### src/rtl/alu_pkg.sv
// alu_pkg: shared types for the pipelined ALU.
// Op encoding and shift-amount width helper.
package alu_pkg;

  typedef enum logic [3:0] {
    ADD  = 4'd0,
    SUB  = 4'd1,
    AND  = 4'd2,
    OR   = 4'd3,
    XOR  = 4'd4,
    SLT  = 4'd5,
    SLTU = 4'd6,
    SLL  = 4'd7,
    SRL  = 4'd8,
    SRA  = 4'd9
  } Op;

  localparam int OP_W = 4;

  function automatic int shamt_w(input int width);
    return (width <= 2) ? 1 : $clog2(width);
  endfunction

endpackage

### src/rtl/alu_core.sv
// alu_core: combinational WIDTH-bit ALU.
// Ports: op_i/a_i/b_i operation and operands, x_o result.
import alu_pkg::*;

module alu_core #(
  parameter int WIDTH = 8
) (
  input  Op                op_i,
  input  logic [WIDTH-1:0] a_i,
  input  logic [WIDTH-1:0] b_i,
  output logic [WIDTH-1:0] x_o
);

  localparam int SHAMT_W = shamt_w(WIDTH);

  logic [SHAMT_W-1:0] shamt;
  logic               lt_s;
  logic               lt_u;

  // Only the low shift bits of b count.
  assign shamt = b_i[SHAMT_W-1:0];
  assign lt_s  = $signed(a_i) < $signed(b_i);
  assign lt_u  = a_i < b_i;

  always_comb begin
    x_o = '0;
    case (op_i)
      ADD:     x_o = a_i + b_i;
      SUB:     x_o = a_i - b_i;
      AND:     x_o = a_i & b_i;
      OR:      x_o = a_i | b_i;
      XOR:     x_o = a_i ^ b_i;
      SLT:     x_o = {{(WIDTH-1){1'b0}}, lt_s};
      SLTU:    x_o = {{(WIDTH-1){1'b0}}, lt_u};
      SLL:     x_o = a_i << shamt;
      SRL:     x_o = a_i >> shamt;
      SRA:     x_o = $signed(a_i) >>> shamt;
      default: x_o = '0;
    endcase
  end

endmodule

### src/rtl/alu_pipe.sv
// alu_pipe: two-stage ALU with valid/ready on both sides.
// Ports: clk, rst_n; in_valid/in_ready/in_op/in_a/in_b;
//        out_valid/out_ready/out_x/out_zero.
import alu_pkg::*;

module alu_pipe #(
  parameter int WIDTH = 8
) (
  input  logic             clk,
  input  logic             rst_n,
  input  logic             in_valid,
  output logic             in_ready,
  input  Op                in_op,
  input  logic [WIDTH-1:0] in_a,
  input  logic [WIDTH-1:0] in_b,
  output logic             out_valid,
  input  logic             out_ready,
  output logic [WIDTH-1:0] out_x,
  output logic             out_zero
);

  typedef struct packed {
    Op                op;
    logic [WIDTH-1:0] a;
    logic [WIDTH-1:0] b;
  } s1_t;

  logic             s1_valid_q, s1_valid_d;
  s1_t              s1_q, s1_d;
  logic             s2_valid_q, s2_valid_d;
  logic [WIDTH-1:0] s2_x_q, s2_x_d;
  logic             s2_zero_q, s2_zero_d;

  logic             s2_ready;
  logic [WIDTH-1:0] core_x;
  logic             core_zero;

  alu_core #(
    .WIDTH (WIDTH)
  ) u_core (
    .op_i (s1_q.op),
    .a_i  (s1_q.a),
    .b_i  (s1_q.b),
    .x_o  (core_x)
  );

  assign core_zero = (core_x == '0);

  // S1 may refill in the same cycle it drains into S2.
  assign s2_ready = !s2_valid_q || out_ready;
  assign in_ready = !s1_valid_q || s2_ready;

  always_comb begin
    s1_valid_d = s1_valid_q;
    s1_d       = s1_q;
    if (in_ready) begin
      s1_valid_d = in_valid;
      if (in_valid) begin
        s1_d.op = in_op;
        s1_d.a  = in_a;
        s1_d.b  = in_b;
      end
    end
  end

  // Result regs only load on a real S1 op, so they hold across bubbles.
  always_comb begin
    s2_valid_d = s2_valid_q;
    s2_x_d     = s2_x_q;
    s2_zero_d  = s2_zero_q;
    if (s2_ready) begin
      s2_valid_d = s1_valid_q;
      if (s1_valid_q) begin
        s2_x_d    = core_x;
        s2_zero_d = core_zero;
      end
    end
  end

  always_ff @(posedge clk or negedge rst_n) begin
    if (!rst_n) begin
      s1_valid_q <= 1'b0;
      s1_q       <= '{op: ADD, a: '0, b: '0};
      s2_valid_q <= 1'b0;
      s2_x_q     <= '0;
      s2_zero_q  <= 1'b0;
    end else begin
      s1_valid_q <= s1_valid_d;
      s1_q       <= s1_d;
      s2_valid_q <= s2_valid_d;
      s2_x_q     <= s2_x_d;
      s2_zero_q  <= s2_zero_d;
    end
  end

  assign out_valid = s2_valid_q;
  assign out_x     = s2_x_q;
  assign out_zero  = s2_zero_q;

endmodule

### config.mk
export PLATFORM = sky130hd
export DESIGN_NAME = alu_pipe
export DESIGN_NICKNAME = d
export VERILOG_FILES = /design/src/rtl/alu_pkg.sv /design/src/rtl/alu_core.sv /design/src/rtl/alu_pipe.sv
export SDC_FILE = /design/constraint.sdc
export NUM_CORES = 1
export LEC_CHECK = 0
export ABC_CLOCK_PERIOD_IN_PS = 2700
export BUFFER_PORTS_ARGS = -buffer_cell sky130_fd_sc_hd__buf_2
export CAP_MARGIN = 20
export CELL_PAD_IN_SITES_DETAIL_PLACEMENT = 1
export CELL_PAD_IN_SITES_GLOBAL_PLACEMENT = 1
export CORE_ASPECT_RATIO = 1.4
export CORE_UTILIZATION = 30
export CTS_BUF_LIST = sky130_fd_sc_hd__clkbuf_4 sky130_fd_sc_hd__clkbuf_8 sky130_fd_sc_hd__clkbuf_16
export DETAILED_ROUTE_END_ITERATION = 10
export HOLD_SLACK_MARGIN = 0.05
export PLACE_DENSITY_LB_ADDON = 0.1
export SLEW_MARGIN = 25
export SYNTH_ARGS = -nofsm -noshare
export SYNTH_HDL_FRONTEND = slang
export SYNTH_SLANG_ARGS = --single-unit
### constraint.sdc
create_clock -name clk -period 2.7 [get_ports clk]
set_input_delay 0.54 -clock clk [delete_from_list [all_inputs] [get_ports clk]]
set_output_delay 0.54 -clock clk [all_outputs]
set_load 0.05 [all_outputs]
==> flow_metrics.env, run 1 <==
export IMPL_yosysUniqueCellTypes=60
export IMPL_yosysWarningCount=0
export IMPL_clkLatencyLatePin_ps=290
export IMPL_dpl_worst_slack_ps=-32.71
export IMPL_crit_type="flop to flop"
export IMPL_stdcell_count=541
export IMPL_seq_area_frac_synth_pct=24.68
export IMPL_clock_sinks=31
export IMPL_syn_cell_area_mm2=0.003143
export IMPL_fmax_mhz=383.7
export IMPL_num_antenna_cells=0
export IMPL_ant_nets=0
export IMPL_p_leak_uw=0.001681
export IMPL_hpwl_um=8319
export IMPL_synth_edff_count=0
export IMPL_place_inst=532
export IMPL_dr_total_vias=2918
export IMPL_period_needed_ps=2606
export IMPL_core_area_mm2=0.01006
export IMPL_r2r_setup_slack_ps=90
export IMPL_hold_class="input port to async pin"
export IMPL_dr_pass1_iters=4
export IMPL_rsz0062_at_grt="true"
export IMPL_drt_wl_total_um=10800
export IMPL_cts_root_buf="clkbuf_16"
export IMPL_async_flop_share_pct=100.0
export IMPL_num_fill_cells=1194
export IMPL_cts_tree="built"
export IMPL_cts_buffer_depth=2
export IMPL_clk_pin_slew_ps=60
export IMPL_start_util_pct=31.24
export IMPL_critical_path_max_fanout=4
export IMPL_slew_headroom_pct=47.99
export IMPL_critPathRequiredTime_ps=2890
export IMPL_syn_instance_count=351
export IMPL_fin_nets=456
export IMPL_antenna_found_initial=0
export IMPL_status="complete, no violations"
export IMPL_r2r_end="out_zero$_DFFE_PN0P_"
export IMPL_syn_avg_cell_area_um2=8.954
export IMPL_die_w_um=88.51
export IMPL_slew_viol_final=0
export IMPL_drtIter0Drc=110
export IMPL_via_per_inst=5.394
export IMPL_cts_hold_fix_buffers=0
export IMPL_ios=35
export IMPL_place_port_buffers=34
export IMPL_area_delta_synth_final_pct=23.09
export IMPL_fin_setup_tns_ps=0
export IMPL_post_drt_wl_per_cell_um=19.97
export IMPL_rows=43
export IMPL_startpoint_type="flop"
export IMPL_period_share_pct=96.52
export IMPL_worst_setup_path_end_kind="flop"
export IMPL_power_density_mw_per_mm2=733.1
export IMPL_ys_flop_type="dfrtp_1"
export IMPL_grt_usage_pct=21.10
export IMPL_critPathArrivalTime_ps=2790
export IMPL_synth_seq_cells=31
export IMPL_hold_viol=0
export IMPL_synth_nets=402
export IMPL_grt_max_degree=32
export IMPL_hold_slack_ps=310.8
export IMPL_cp_slowest_cell="or4_4"
export IMPL_cts_buffers=5
export IMPL_r2r_cells=9
export IMPL_htree_levels=2
export IMPL_worst_slew_pin_slew_ps=780.1
export IMPL_vdd_ir_drop_max_uv=259.4
export IMPL_final_layout_size_suffix_gt1_share_pct=33.99
export IMPL_die_y_um=123.1
export IMPL_drc=0
export IMPL_layout_cells_most_common="buf_4"
export IMPL_final_cell_mix="buf_4 (42), buf_2 (34), dfrtp_1 (31)"
export IMPL_overflow=0
export IMPL_fin_skew_ps=8.868
export IMPL_dieArea_mm2=0.01090
export IMPL_gp_congestion=0.7971
export IMPL_path_cells="inv_1, ha_1, nor3b_1, o21a_1, or4_4, a2111oi_4, and3_1, nand4_1, o41ai_2"
export IMPL_fin_ws_ps=93.99
export IMPL_cap_violations=0
export IMPL_grt_pass1_wl_um=16870
export IMPL_setup_viol=0
export IMPL_critPathMaxStageDelay_ps=550
export IMPL_reg2reg_from="s1_q[6]$_DFFE_PN0P_"
export IMPL_grt_pass1_vias=3022
[worst max-delay path by stage]
stage                              from                    to  slack, ps
finish              s1_q[6]$_DFFE_PN0P_  out_zero$_DFFE_PN0P_         90
global route        s1_q[6]$_DFFE_PN0P_  out_zero$_DFFE_PN0P_        -10
CTS                 s1_q[8]$_DFFE_PN0P_  out_zero$_DFFE_PN0P_         20
detailed placement  s1_q[8]$_DFFE_PN0P_  out_zero$_DFFE_PN0P_        -30
global placement    s1_q[8]$_DFFE_PN0P_  out_zero$_DFFE_PN0P_         40
floorplan           s1_q[1]$_DFFE_PN0P_  out_zero$_DFFE_PN0P_         20
[sequential cells by signal, indices dropped and copies added (netlist names)]
| signal | cells |
|---|---|
| s1_q | 20 |
| out_valid | 1 |
| out_x | 8 |
| out_zero | 1 |
| s1_valid_q | 1 |
[cells in the mapped netlist (all sizes together) (3+ instances only)]
| master | count | area share [%] |
|---|---|---|
| or3b | 3 | 0.84 |
| nor2 | 20 | 2.4 |
| nor2b | 7 | 1.4 |
| inv | 25 | 3.0 |
| mux4 | 9 | 6.4 |
| a21oi | 23 | 3.8 |
| mux2 | 26 | 9.3 |
| nand2 | 22 | 2.6 |
| a211oi | 7 | 1.7 |
| mux2i | 10 | 3.2 |
| nor3b | 4 | 0.96 |
| nor3 | 14 | 2.2 |
| nand3b | 6 | 1.4 |
| a31oi | 3 | 0.60 |
| a221oi | 3 | 0.84 |
| o21ai | 17 | 2.7 |
| ha | 25 | 10 |
| clkbuf | 16 | 1.9 |
| o21a | 5 | 1.2 |
| dfrtp | 31 | 25 |
| nand3 | 4 | 0.64 |
| buf | 13 | 2.7 |
| nor4 | 6 | 1.2 |
| a2111oi | 4 | 1.3 |
| nand4 | 3 | 0.60 |
| nand2b | 10 | 2.0 |
[cells by family (layout without fill, tap and decap cells)]
kind of cell / after synthesis / count (layout) / synth area share, %
AND/OR/NAND/NOR: 110 / 110 / 19.31
AO/OA/AOI/OAI: 82 / 82 / 17.72
buffers and inverters: 54 / 109 / 7.564
multiplexers: 45 / 45 / 18.95
flip-flops: 31 / 31 / 24.68
adder cells (fa/ha/maj): 27 / 27 / 11.23
XOR/XNOR: 2 / 2 / 0.5574
[through the flow]
step | power (uW) | utilization [%] | area (um^2)
finish | 2836 | 38.45 | 3869
CTS | 2836 | 37.98 | 3821
floorplan | 1665 | - | 3163
detailed placement | 2172 | 36.30 | 3652
global placement | 2156 | 36.30 | 3652
global route | 3001 | 38.45 | 3869
[power by group]
part / switching, uW / internal, uW / leakage (uW)
combinational: 920 / 626 / 0.00123
sequential: 89.1 / 561 / 0.000371
clock: 246 / 393 / 0.0000761
[worst max-delay path: cells and delay by family (launching register included)]
family / cells / cell delay (ps)
compound gates: 3 / 690
simple gates: 4 / 1030
flops: 1 / 380
buf+inv: 1 / 70
fa+ha+maj: 1 / 340
[per-layer routing]
metal | GRT usage [%] | wire length [um]
met1 | 26.07 | 4614
met2 | 38.22 | 5767
met3 | 2.136 | 221
met4 | 6.048 | 199
met5 | 0 | 0
[repair_timing]
| action | 4_1_cts | 5_1_grt |
|---|---|---|
| buffers inserted | 0 | 1 |
| pin swaps | 0 | 3 |
| endpoints found under the setup margin | 2 | 3 |
| resized for setup | 3 | 7 |
[layout make-up]
class / count / area [um^2] / share of cell area (%)
well taps: 135 / 168.9 / 4.366
flip-flops and latches: 31 / 775.7 / 20.05
multi-input cells: 266 / 2181 / 56.37
clock buffers: 7 / 152.6 / 3.946
clock inverters: 1 / 7.507 / 0.1940
repair buffers: 76 / 485.5 / 12.55
inverters: 25 / 97.59 / 2.523
(Power assumes the default switching activity.)
==> inputs of run 2 (changes only) <==
--- a/config.mk
+++ b/config.mk
@@ -5,7 +5,7 @@
 export SDC_FILE = /design/constraint.sdc
 export NUM_CORES = 1
 export LEC_CHECK = 0
-export ABC_CLOCK_PERIOD_IN_PS = 2700
+export ABC_CLOCK_PERIOD_IN_PS = 2500
 export BUFFER_PORTS_ARGS = -buffer_cell sky130_fd_sc_hd__buf_2
 export CAP_MARGIN = 20
 export CELL_PAD_IN_SITES_DETAIL_PLACEMENT = 1
@@ -16,6 +16,7 @@
 export DETAILED_ROUTE_END_ITERATION = 10
 export HOLD_SLACK_MARGIN = 0.05
 export PLACE_DENSITY_LB_ADDON = 0.1
+export REMOVE_ABC_BUFFERS = 1
 export SLEW_MARGIN = 25
 export SYNTH_ARGS = -nofsm -noshare
 export SYNTH_HDL_FRONTEND = slang
==> constraint.sdc (replaced) <==
create_clock -name clk -period 2.5 [get_ports clk]
set_input_delay 0.5 -clock clk [delete_from_list [all_inputs] [get_ports clk]]
set_output_delay 0.5 -clock clk [all_outputs]
set_load 0.05 [all_outputs]
==> flow_metrics.env, run 2 (synthesized netlist as in run 1, its figures left out) <==
export IMPL_status="complete, but fails checks"
export IMPL_violations="setup timing"
export IMPL_clk_pin_slew_ps=60
export IMPL_startpoint_type="flop"
export IMPL_place_inst=541
export IMPL_fin_area_mm2=0.004034
export IMPL_power_switching_uw=1332
export IMPL_slew_headroom_pct=51.27
export IMPL_power_density_mw_per_mm2=790.7
export IMPL_ios=35
export IMPL_clockPowerShare_pct=23.0
export IMPL_setup_viol=2
export IMPL_path_buf_inv=2
export IMPL_fin_skew_ps=8.505
export IMPL_post_dp_cell_area_mm2=0.003726
export IMPL_rsz0062_at_grt="true"
export IMPL_clkLatencyLatePin_ps=290
export IMPL_hold_class="input port to async pin"
export IMPL_cp_slowest_cell="a2111o_1"
export IMPL_hpwl_um=8366
export IMPL_ant_nets=0
export IMPL_period_share_pct=103.8
export IMPL_grt_usage_pct=21.37
export IMPL_final_cell_mix="buf_4 (48), buf_2 (34), dfrtp_1 (31)"
export IMPL_via_per_inst=5.332
export IMPL_vdd_ir_drop_max_uv=304.7
export IMPL_hold_viol=0
export IMPL_cts_root_buf="clkbuf_16"
export IMPL_r2r_end="out_zero$_DFFE_PN0P_"
export IMPL_regMostFlops="s1_q"
export IMPL_antenna_found_initial=0
export IMPL_layout_cells_most_common="buf_4"
export IMPL_critPathArrivalTime_ps=2770
export IMPL_num_fill_cells=1206
export IMPL_fin_nets=467
export IMPL_cap_violations=0
export IMPL_rows=43
export IMPL_dr_pass1_iters=4
export IMPL_final_layout_size_suffix_gt1_share_pct=37.65
export IMPL_grt_pass1_wl_um=17070
export IMPL_cts_tree="built"
export IMPL_worst_slew_pin_slew_ps=712.6
export IMPL_cts_hold_fix_buffers=0
export IMPL_critPathMaxStageDelay_ps=420
export IMPL_critPathRequiredTime_ps=2680
export IMPL_path_cells="inv_1, ha_2, inv_1, fa_2, nand2b_1, a21oi_2, o21a_1, o311ai_1, o21ai_1, a2111o_1, o41ai_2"
export IMPL_htree_levels=2
export IMPL_drc=0
export IMPL_gp_congestion=0.7874
export IMPL_period_needed_ps=2596
export IMPL_die_w_um=88.51
export IMPL_dpl_worst_slack_ps=-287.9
export IMPL_drtIter0Drc=122
export IMPL_core_area_mm2=0.01006
export IMPL_grt_pass1_vias=3121
export IMPL_critical_path_max_fanout=3
export IMPL_start_util_pct=31.24
export IMPL_place_port_buffers=34
export IMPL_cts_buffers=5
export IMPL_p_total_uw=3190
export IMPL_switching_share_pct=41.77
export IMPL_drt_wl_total_um=10750
export IMPL_area_delta_synth_final_pct=28.34
export IMPL_stdcell_count=552
export IMPL_die_y_um=123.1
export IMPL_overflow=0
export IMPL_cp_startpoint="s1_q[8]$_DFFE_PN0P_"
export IMPL_cts_buffer_depth=2
export IMPL_fin_ws_ps=-95.97
export IMPL_power_frac_comb_pct=55.1
export IMPL_grt_max_degree=32
export IMPL_r2r_cells=11
export IMPL_p_seq_share_pct=21.9
export IMPL_fmax_mhz=385.2
export IMPL_fin_setup_tns_ps=-156.9
export IMPL_num_antenna_cells=0
export IMPL_worst_setup_path_end_kind="flop"
export IMPL_dr_total_vias=2943
export IMPL_clock_sinks=31
export IMPL_reg2reg_from="s1_q[8]$_DFFE_PN0P_"
export IMPL_r2r_setup_slack_ps=-100
export IMPL_crit_top_cell="inv_1"
export IMPL_post_drt_wl_per_cell_um=19.47
export IMPL_dieArea_mm2=0.01090
export IMPL_cp_top_family="compound AO/OA/AOI/OAI gates"
export IMPL_largest_reg_flops=20
export IMPL_cellInternalPower_uw=1857
export IMPL_crit_type="flop to flop"
export IMPL_slew_viol_final=0
export IMPL_p_leak_uw=0.001763
## run 2: layout make-up
cell class	instances	area (um^2)	area share, %
Sequential cell	31	775.7	19.23
Clock inverter	2	35.03	0.8685
Inverter	25	93.84	2.326
Timing Repair Buffer	87	604.3	14.98
Tap cell	135	168.9	4.187
Multi-Input combinational cell	266	2217	54.96
Clock buffer	6	138.9	3.443
## run 2: worst max-delay path by stage
stage | depth (start not counted) | endpoint | slack (ps)
floorplan | 9 | out_zero$_DFFE_PN0P_ | -670
global placement | 11 | out_zero$_DFFE_PN0P_ | -180
detailed placement | 11 | out_zero$_DFFE_PN0P_ | -290
global route | 11 | out_zero$_DFFE_PN0P_ | -230
finish | 11 | out_zero$_DFFE_PN0P_ | -100
CTS | 11 | out_zero$_DFFE_PN0P_ | -100
## run 2: what timing repair did
| item | in CTS | in global routing |
|---|---|---|
| pin swaps | 3 | 7 |
| gates cloned | 0 | 0 |
| setup endpoints to repair | 5 | 9 |
| gates resized for setup | 10 | 20 |
| buffers inserted | 1 | 2 |
## run 2: worst reg2reg max path: cells and delay by family (launching register included)
family / cells / cell delay (ps)
AOI/OAI and AO/OA: 6 / 1360
buffers and inverters: 2 / 140
adders and majority gates: 2 / 530
and+or+nand+nor: 1 / 100
DFF: 1 / 370
## run 2: power by group through the flow
| stage | clock network (uW) | logic (uW) | registers, uW |
|---|---|---|---|
| 2_1_floorplan | 0 | 758 | 973 |
| 3_3_place_gp | 0 | 1650 | 701 |
| 3_5_place_dp | 0 | 1670 | 709 |
| 4_1_cts | 754 | 1710 | 701 |
| 5_1_grt | 765 | 1900 | 716 |
| 6_report | 733 | 1760 | 699 |
## run 2: routing by layer
metal / GRT usage (%) / vias to the layer above / wire (um)
met5: 0 / - / 0
met4: 10.58 / 0 / 350
met3: 2.537 / 17 / 204
met2: 36.44 / 42 / 5530
met1: 26.28 / 1473 / 4661
li1: - / 1411 / -
## run 2: metrics by stage
step                util [%]  hold WS [ps]
floorplan                  -         204.4
global placement       37.04         466.5
detailed placement     37.04         477.4
CTS                    39.20         302.9
global route           40.09         346.8
finish                 40.09         275.3
==> inputs of run 3 (changes only) <==
--- a/config.mk
+++ b/config.mk
@@ -6,7 +6,6 @@
 export NUM_CORES = 1
 export LEC_CHECK = 0
 export ABC_CLOCK_PERIOD_IN_PS = 2500
-export BUFFER_PORTS_ARGS = -buffer_cell sky130_fd_sc_hd__buf_2
 export CAP_MARGIN = 20
 export CELL_PAD_IN_SITES_DETAIL_PLACEMENT = 1
 export CELL_PAD_IN_SITES_GLOBAL_PLACEMENT = 1
@@ -14,10 +13,11 @@
 export CORE_UTILIZATION = 30
 export CTS_BUF_LIST = sky130_fd_sc_hd__clkbuf_4 sky130_fd_sc_hd__clkbuf_8 sky130_fd_sc_hd__clkbuf_16
 export DETAILED_ROUTE_END_ITERATION = 10
+export DONT_BUFFER_PORTS = 1
 export HOLD_SLACK_MARGIN = 0.05
-export PLACE_DENSITY_LB_ADDON = 0.1
+export PLACE_DENSITY = 0.58
 export REMOVE_ABC_BUFFERS = 1
-export SLEW_MARGIN = 25
+export SLEW_MARGIN = 20
 export SYNTH_ARGS = -nofsm -noshare
 export SYNTH_HDL_FRONTEND = slang
 export SYNTH_SLANG_ARGS = --single-unit
==> flow_metrics.env, run 3 (synthesized netlist as in run 1, its figures left out) <==
export IMPL_largest_reg_flops=20
export IMPL_via_per_inst=5.415
export IMPL_num_antenna_cells=0
export IMPL_reg2reg_from="s1_q[0]$_DFFE_PN0P_"
export IMPL_fin_nets=443
export IMPL_cap_violations=0
export IMPL_vdd_ir_drop_max_uv=307.6
export IMPL_cp_slowest_cell="mux4_2"
export IMPL_r2r_cells=9
export IMPL_ios=35
export IMPL_worst_setup_path_end_kind="flop"
export IMPL_regMostFlops="s1_q"
export IMPL_hold_class="input port to flop"
export IMPL_period_share_pct=104.8
export IMPL_startpoint_type="flop"
export IMPL_hold_path_endpoint="s1_valid_q$_DFFE_PN0N_"
export IMPL_crit_top_cell="buf_4"
export IMPL_slew_viol_final=0
export IMPL_dr_total_vias=2859
export IMPL_whs_path_depth=1
export IMPL_rows=43
export IMPL_fin_setup_tns_ps=-247.4
export IMPL_layout_cells_most_common="buf_4"
export IMPL_grt_pass1_wl_um=16590
export IMPL_gp_congestion=0.8699
export IMPL_path_buf_inv=3
export IMPL_period_needed_ps=2621
export IMPL_dr_pass1_iters=4
export IMPL_htree_levels=2
export IMPL_fmax_mhz=381.5
export IMPL_post_drt_wl_per_cell_um=19.71
export IMPL_violations="setup timing"
export IMPL_p_total_uw=3142
export IMPL_area_delta_synth_final_pct=25.76
export IMPL_slew_headroom_pct=67.98
export IMPL_status="complete, but fails checks"
export IMPL_fin_skew_ps=3.768
export IMPL_cts_tree="built"
export IMPL_hpwl_um=7960
export IMPL_setup_viol=3
export IMPL_critPathMaxStageDelay_ps=460
export IMPL_worst_slew_pin_slew_ps=468.2
export IMPL_cts_root_buf="clkbuf_16"
export IMPL_grt_max_degree=32
export IMPL_hold_viol=0
export IMPL_r2r_end="out_x[1]$_DFFE_PN0P_"
export IMPL_antenna_found_initial=0
export IMPL_clock_sinks=31
export IMPL_drt_wl_total_um=10410
export IMPL_critPathRequiredTime_ps=2670
export IMPL_final_layout_size_suffix_gt1_share_pct=34.10
export IMPL_start_util_pct=31.24
export IMPL_path_cells="ha_2, inv_1, fa_2, mux4_2, a21oi_2, o211ai_1, buf_4, buf_4, mux2_4"
export IMPL_die_y_um=123.1
export IMPL_drtIter0Drc=132
export IMPL_crit_type="flop to flop"
export IMPL_place_port_buffers=0
export IMPL_grt_usage_pct=20.64
export IMPL_r2r_setup_slack_ps=-120
export IMPL_fin_ws_ps=-120.9
export IMPL_rsz0062_at_grt="true"
export IMPL_core_area_mm2=0.01006
export IMPL_p_leak_uw=0.001672
export IMPL_holdCritStartpoint="in_valid"
export IMPL_clkLatencyLatePin_ps=290
export IMPL_ant_nets=0
export IMPL_final_cell_mix="buf_4 (58), dfrtp_1 (29), mux2_2 (25)"
export IMPL_critPathArrivalTime_ps=2790
export IMPL_drc=0
export IMPL_cts_buffers=5
export IMPL_critical_path_max_fanout=3
export IMPL_hold_slack_ps=322.1
export IMPL_power_density_mw_per_mm2=794.9
export IMPL_overflow=0
export IMPL_cts_buffer_depth=2
export IMPL_cp_top_family="multiplexers"
export IMPL_grt_pass1_vias=3078
export IMPL_clk_pin_slew_ps=50
export IMPL_dieArea_mm2=0.01090
export IMPL_die_w_um=88.51
## run 3: power by group
group / internal (uW) / switching [uW] / leakage, uW
combinational: 721 / 780 / 0.00122
sequential: 604 / 304 / 0.000369
clock: 495 / 237 / 0.0000868
## run 3: per-stage QoR
step	setup slack (ps)	cells	utilization, %	instance area, um^2
floorplan	-670.7	322	-	2999
global placement	-233.3	514	35.74	3596
detailed placement	-310.8	514	35.74	3596
CTS	-245.8	526	38.29	3852
global route	-235.6	528	39.29	3953
finish	-120.9	528	39.29	3953
## run 3: worst max-delay path by stage
stage	startpoint	depth (start not counted)	end	slack [ps]
2_1_floorplan	s1_q[1]$_DFFE_PN0P_	9	out_zero$_DFFE_PN0P_	-670
3_3_place_gp	s1_q[8]$_DFFE_PN0P_	9	out_zero$_DFFE_PN0P_	-230
3_5_place_dp	s1_q[8]$_DFFE_PN0P_	9	out_zero$_DFFE_PN0P_	-310
4_1_cts	s1_q[8]$_DFFE_PN0P_	9	out_zero$_DFFE_PN0P_	-250
5_1_grt	s1_q[8]$_DFFE_PN0P_	10	out_zero$_DFFE_PN0P_	-240
6_report	s1_q[0]$_DFFE_PN0P_	9	out_x[1]$_DFFE_PN0P_	-120
## run 3: what timing repair did
action,CTS,global route
endpoints found under the hold margin,31,0
pin swaps,6,6
gates resized for setup,13,18
hold buffers,2,0
setup buffers,3,2
gates cloned,0,0
endpoints found under the setup margin,6,8
## run 3: final cells by class
cell class	count	area [um^2]
Clock buffer	6	138.9
Clock inverter	2	35.03
Fill cell	1160	6108
Inverter	25	93.84
Multi-Input combinational cell	266	2235
Sequential cell	31	778.2
Tap cell	135	168.9
Timing Repair Buffer	63	503.0
## run 3: layer usage
metal / vias to the layer above / global-route usage, % / share of wire (%)
met5: - / 0 / 0
met4: 0 / 11.09 / 4.3
met3: 27 / 2.537 / 3.5
met2: 73 / 36.11 / 52
met1: 1399 / 24.18 / 40
li1: 1360 / - / -
